===== src/rtl/lcd_pkg.sv =====
// Shared panel-state encodings and panel command opcodes for the LCD SPI receiver.
package lcd_pkg;

  typedef logic [1:0] panel_state_t;

  localparam panel_state_t PANEL_RESET     = 2'd0;
  localparam panel_state_t PANEL_SLEEP_IN  = 2'd1;
  localparam panel_state_t PANEL_WAKE_WAIT = 2'd2;
  localparam panel_state_t PANEL_AWAKE     = 2'd3;

  localparam logic [7:0] CMD_SWRESET = 8'h01;
  localparam logic [7:0] CMD_SLPIN   = 8'h10;
  localparam logic [7:0] CMD_SLPOUT  = 8'h11;
  localparam logic [7:0] CMD_DISPOFF = 8'h28;
  localparam logic [7:0] CMD_DISPON  = 8'h29;

endpackage


===== src/rtl/lcd_spi_deser.sv =====
// Panel-side SPI deserializer: input synchronizers, SCK edge detect, MSB-first
// shifter and mid-byte chip-select abort detection.
module lcd_spi_deser (
  input  logic       CLK,
  input  logic       RST_N,
  input  logic       SCK,
  input  logic       SDA,
  input  logic       DC,
  input  logic       CS,
  input  logic       LCD_RST,
  output logic [7:0] rx_byte,
  output logic       rx_valid,
  output logic       rx_is_cmd,
  output logic       frame_err,
  output logic       lcd_rst_s
);

  logic [1:0] sck_sync;
  logic [1:0] sda_sync;
  logic [1:0] dc_sync;
  logic [1:0] cs_sync;
  logic [1:0] rst_sync;
  logic       sck_prev;
  logic       cs_prev;
  logic [2:0] bit_cnt;
  logic [6:0] shift;
  logic       sck_rise;
  logic       cs_rise;

  // Idle levels out of reset: CS deasserted, SCK low, panel held in reset.
  always_ff @(posedge CLK or negedge RST_N) begin
    if (!RST_N) begin
      sck_sync <= '0;
      sda_sync <= '0;
      dc_sync  <= '0;
      cs_sync  <= '1;
      rst_sync <= '0;
      sck_prev <= 1'b0;
      cs_prev  <= 1'b1;
    end else begin
      sck_sync <= {sck_sync[0], SCK};
      sda_sync <= {sda_sync[0], SDA};
      dc_sync  <= {dc_sync[0], DC};
      cs_sync  <= {cs_sync[0], CS};
      rst_sync <= {rst_sync[0], LCD_RST};
      sck_prev <= sck_sync[1];
      cs_prev  <= cs_sync[1];
    end
  end

  assign sck_rise  = sck_sync[1] & ~sck_prev;
  assign cs_rise   = cs_sync[1] & ~cs_prev;
  assign lcd_rst_s = rst_sync[1];

  always_ff @(posedge CLK or negedge RST_N) begin
    if (!RST_N) begin
      bit_cnt   <= '0;
      shift     <= '0;
      rx_byte   <= '0;
      rx_valid  <= 1'b0;
      rx_is_cmd <= 1'b0;
      frame_err <= 1'b0;
    end else begin
      rx_valid  <= 1'b0;
      frame_err <= 1'b0;
      // Panel reset drops any partial byte without flagging a framing error.
      if (!rst_sync[1]) begin
        bit_cnt <= '0;
      end else if (cs_sync[1]) begin
        bit_cnt <= '0;
        if (cs_rise && (bit_cnt != '0)) begin
          frame_err <= 1'b1;
        end
      end else if (sck_rise) begin
        shift   <= {shift[5:0], sda_sync[1]};
        bit_cnt <= bit_cnt + 3'd1;
        if (bit_cnt == 3'd7) begin
          rx_byte   <= {shift, sda_sync[1]};
          rx_is_cmd <= ~dc_sync[1];
          rx_valid  <= 1'b1;
        end
      end
    end
  end

endmodule


===== src/rtl/lcd_spi_rx.sv =====
// LCD SPI receiver top: deserializer plus panel command decode, sleep-out wait
// timer, display-on flag and saturating data-byte counter.
module lcd_spi_rx
  import lcd_pkg::*;
#(
  parameter int unsigned SLPOUT_WAIT_CYC = 1440000,
  parameter int unsigned CNT_W           = 16
) (
  input  logic             CLK,
  input  logic             RST_N,
  input  logic             SCK,
  input  logic             SDA,
  input  logic             DC,
  input  logic             CS,
  input  logic             LCD_RST,
  output logic [7:0]       RX_BYTE,
  output logic             RX_VALID,
  output logic             RX_IS_CMD,
  output logic             FRAME_ERR,
  output logic             VIOL,
  output logic [1:0]       PANEL_STATE,
  output logic             DISP_ON,
  output logic [CNT_W-1:0] DATA_CNT
);

  localparam int unsigned WAIT_W = (SLPOUT_WAIT_CYC > 1) ? $clog2(SLPOUT_WAIT_CYC) : 1;
  localparam logic [WAIT_W-1:0] WAIT_LAST = WAIT_W'(SLPOUT_WAIT_CYC - 1);

  logic              lcd_rst_s;
  logic              cmd_valid;
  panel_state_t      state;
  logic [WAIT_W-1:0] wait_cnt;

  lcd_spi_deser u_deser (
    .CLK       (CLK),
    .RST_N     (RST_N),
    .SCK       (SCK),
    .SDA       (SDA),
    .DC        (DC),
    .CS        (CS),
    .LCD_RST   (LCD_RST),
    .rx_byte   (RX_BYTE),
    .rx_valid  (RX_VALID),
    .rx_is_cmd (RX_IS_CMD),
    .frame_err (FRAME_ERR),
    .lcd_rst_s (lcd_rst_s)
  );

  assign cmd_valid   = RX_VALID & RX_IS_CMD;
  assign PANEL_STATE = state;

  always_ff @(posedge CLK or negedge RST_N) begin
    if (!RST_N) begin
      state    <= PANEL_RESET;
      wait_cnt <= '0;
      DISP_ON  <= 1'b0;
      DATA_CNT <= '0;
      VIOL     <= 1'b0;
    end else begin
      VIOL <= 1'b0;
      if (!lcd_rst_s) begin
        state    <= PANEL_RESET;
        wait_cnt <= '0;
        DISP_ON  <= 1'b0;
        DATA_CNT <= '0;
      end else begin
        if (RX_VALID && !RX_IS_CMD && (DATA_CNT != '1)) begin
          DATA_CNT <= DATA_CNT + 1'b1;
        end
        case (state)
          PANEL_RESET: state <= PANEL_SLEEP_IN;
          // Commands are rejected here; the wake timer keeps running regardless.
          PANEL_WAKE_WAIT: begin
            if (wait_cnt == WAIT_LAST) begin
              state <= PANEL_AWAKE;
            end else begin
              wait_cnt <= wait_cnt + 1'b1;
            end
            if (cmd_valid) begin
              VIOL <= 1'b1;
            end
          end
          default: begin
            if (cmd_valid) begin
              case (RX_BYTE)
                CMD_SWRESET: begin
                  state   <= PANEL_SLEEP_IN;
                  DISP_ON <= 1'b0;
                end
                CMD_SLPIN: state <= PANEL_SLEEP_IN;
                CMD_SLPOUT: begin
                  if (state == PANEL_SLEEP_IN) begin
                    state    <= PANEL_WAKE_WAIT;
                    wait_cnt <= '0;
                  end
                end
                CMD_DISPON: begin
                  if (state == PANEL_AWAKE) begin
                    DISP_ON <= 1'b1;
                  end
                end
                CMD_DISPOFF: DISP_ON <= 1'b0;
                default: ;
              endcase
            end
          end
        endcase
      end
    end
  end

endmodule

===== config.mk =====
export PLATFORM = sky130hd
export DESIGN_NAME = lcd_spi_rx
export DESIGN_NICKNAME = d
export VERILOG_FILES = /design/src/rtl/lcd_pkg.sv /design/src/rtl/lcd_spi_deser.sv /design/src/rtl/lcd_spi_rx.sv
export SDC_FILE = /design/constraint.sdc
export NUM_CORES = 1
export LEC_CHECK = 0
export ABC_AREA = 0
export CAP_MARGIN = 30
export CORE_UTILIZATION = 57
export DETAILED_ROUTE_END_ITERATION = 8
export GPL_TIMING_DRIVEN = 0
export PLACE_DENSITY = 0.8
export SYNTH_ARGS = -nofsm -noshare
export SYNTH_HDL_FRONTEND = slang
export SYNTH_SLANG_ARGS = --single-unit

===== constraint.sdc =====
create_clock -name CLK -period 3 [get_ports CLK]
set_input_delay 0.6 -clock CLK [delete_from_list [all_inputs] [get_ports CLK]]
set_output_delay 0.6 -clock CLK [all_outputs]
set_load 0.05 [all_outputs]

==> metrics.cfg, run 1 <==
[yosys]
synthTopCellsByCount=dfrtp_1, nand2_1, nand3_1, nor2_1, a21oi_1
ys_seq_area_share_pct=50.48
async_reset_ff_share_pct=100.0
syn_nets=373
syn_area_um2=3676
synth_area_leaders=dfrtp_1, mux2_2, nand2_1
synth_largest_area_cell=dfrtp_1
synthCells=358
synth_edf_count=0
synth_ff_type=dfrtp_1
yosysWarningCount=0
ys_seq_elements=74
yosys.cell_count.top_type=dfrtp_1
synth_top_area_share_pct=48.33
syn_area_per_cell_um2=10.27
synth_cell_types=53

[sta]
fin_crit_ps=2637
setup_ws_ps=362.8
setup_viol=0
max_clock_freq_mhz=379.2
slew_viol_final=0
hold_viol=0
fin_skew_ps=13.78
worst_pin_slew_ps=1010
finalCritPeriodShare_pct=87.91
rsz0062_at_grt=false
relSlewSlack_pct=32.08

[power_and_ir_drop]
total_leakage_power_nw=1.802
ir_worst_vdd_uv=380.5
cellPowerDensity_nw_per_um2=429.7

[placed_design]
preCtsSetupSlack_ps=265.7
dp_hpwl_um=5691
post-place-cells=471
postPlaceCellArea_um2=4158
globalplace.congestion=0.8745
io_buffers=37

[setup_path]
start_kind=flip-flop
crit_arrival_ps=2870
path_class=flip-flop to flip-flop
critPathRequiredTime_ps=3240
cp-end-kind=flip-flop
path_max_fanout=10

[floorplanning]
num_rows=28
ios=38
start_util_pct=60.65
die_area_um2=6774
die_w_um=82.31
die_h_um=82.31
core_um2=6061

[cells_and_area]
design_area_um2=4348
diodes=0
multiInputGateArea_um2=1699
seqCellArea_um2=1856
fin_nets=422
stdcell_count=487
drive_gt1_share_pct=11.41
fill_cells=455
syn_to_final_growth_pct=18.28

[clock_network]
ctsHtreeMaxLevel=3
cts_tree=built
cts_root_buffer=clkbuf_8
clkSlewWorstSetupHoldPaths_ps=80
numCtsBuffers=9
cts.sink_count=74
cts_buffer_depth=2
clk_latency_ps=350

[grt]
grt_pass1_wl_um=13340
grt_max_degree=39
antenna_found_initial=0
overflow=0
grt_usage_pct=26.51
grt_pass1_vias=2874

[outcome]
status=completed

[routing]
ant_nets=0
drc=0
first_iter_violations=329
first_pass_iters=5
finalWirelength_um=8221
via_per_inst=6.246
vias=3042
drt-wirelength-per-cell_um=16.88

[worst_hold_path]
hp-class=input port to async pin

[run]
cap_violations=0

-- cell usage in the layout (no fill, tap or decap), types with 2 or more instances in the layout --
cell / count
a2111oi_0: 3
a211oi_1: 2
a21o_1: 2
a21oi_1: 16
and2_1: 2
and3_1: 2
and4_1: 3
buf_2: 5
clkbuf_1: 13
clkbuf_8: 11
clkdlybuf4s50_1: 36
clkinv_2: 2
dfrtp_1: 71
dfstp_2: 3
ha_1: 8
inv_1: 13
mux2_2: 15
mux2i_1: 8
nand2_1: 33
nand2b_1: 8
nand3_1: 19
nand3b_1: 3
nand4_1: 8
nand4b_1: 3
nor2_1: 19
nor3_1: 9
nor4_1: 7
nor4b_1: 2
o211ai_1: 7
o21ai_0: 10
o21ai_1: 2
o31ai_1: 14
or2_2: 3
or3_1: 8
or4_1: 13
xnor2_1: 5
-- final timing paths --
check | start | endpoint | slack (ps) | cells past startpoint
setup / recovery | PANEL_STATE[0] | wait_cnt[7] | 360 | 9
hold / removal | RST_N | wait_cnt[15] | 190 | 1
setup reg to reg | PANEL_STATE[0] | wait_cnt[7] | 360 | 9
hold reg to reg | u_deser.dc_sync[0] | u_deser.dc_sync[1] | 350 | 0
max in group asynchronous | RST_N | u_deser.cs_prev | 2180 | 2
min in group CLK | u_deser.dc_sync[0] | u_deser.dc_sync[1] | 350 | 0
-- report_power, final --
group	leakage (nW)	switching, mW	internal, mW
logic	0.715	0.0598	0.0417
clock network	0.0924	0.366	0.344
registers	0.995	0.0236	1.03
-- critical path, stage by stage, from the launching register on --
cell	delay (ps)
dfrtp_1	430
inv_1	170
ha_1	160
clkbuf_1	280
nand2_1	200
nor4_4	470
buf_2	310
buf_2	260
nor3_1	80
a21o_1	170
-- routing by layer --
metal | track usage [%] | part of all wire (%)
met1 | 36.53 | 46
met2 | 40.41 | 46
met3 | 5.055 | 5.6
met4 | 12.46 | 2.1
met5 | 0 | 0
-- sequential cells by signal, summed over array words and instances, names as in the netlist, 3 cells and up --
| name | flops |
|---|---|
| wait_cnt | 21 |
| u_deser.rx_byte | 8 |
| DATA_CNT | 16 |
| u_deser.bit_cnt | 3 |
| u_deser.shift | 7 |
-- metrics by stage --
step / hold slack [ps] / TNS [ps] / utilization (%) / power [mW]
final: 191.0 / 0 / 71.74 / 1.868
after global routing: 236.2 / 0 / 71.74 / 1.936
after CTS: 197.9 / 0 / 71.59 / 1.887
after detailed placement: 337.0 / 0 / 68.60 / 1.178
after global placement: 332.1 / -85380 / 68.31 / 1.170
after floorplan: 304.4 / 0 / - / 1.123
-- cell families (layout without fill, tap and decap cells) --
kind of cell             count (synthesis)  in the layout  share of synthesized area, %
AND/OR/NAND/NOR                        147            147                         22.16
flip-flops                              74             74                         50.48
AO/OA/AOI/OAI                           69             69                         12.90
buffers and inverters                   31             85                         3.540
multiplexers                            23             23                         6.773
adder cells (fa/ha/maj)                  8              8                         2.723
XOR/XNOR                                 6              6                         1.430
-- area by class of cell --
type	count	area share, %
flip-flops and latches	74	42.68
multi-input cells	253	39.08
repair buffers	38	8.921
clock buffers	12	3.568
well taps	75	2.158
plain buffers	18	1.871
inverters	13	1.122
clock inverters	4	0.6043
-- repair_timing --
item,4_1_cts,5_1_grt
resized for setup,0,1
setup endpoints to repair,0,2
hold buffers,0,0
buffers inserted,0,0
(Power assumes the default switching activity.)
==> run 2, diff against run 1 <==
--- a/config.mk
+++ b/config.mk
@@ -8,6 +8,7 @@
 export ABC_AREA = 0
 export CAP_MARGIN = 30
 export CORE_UTILIZATION = 57
+export CTS_CLUSTER_DIAMETER = 100
 export DETAILED_ROUTE_END_ITERATION = 8
 export GPL_TIMING_DRIVEN = 0
 export PLACE_DENSITY = 0.8
==> results of run 2 <==
Final layout, timing and power as in run 1 (identical DEF).
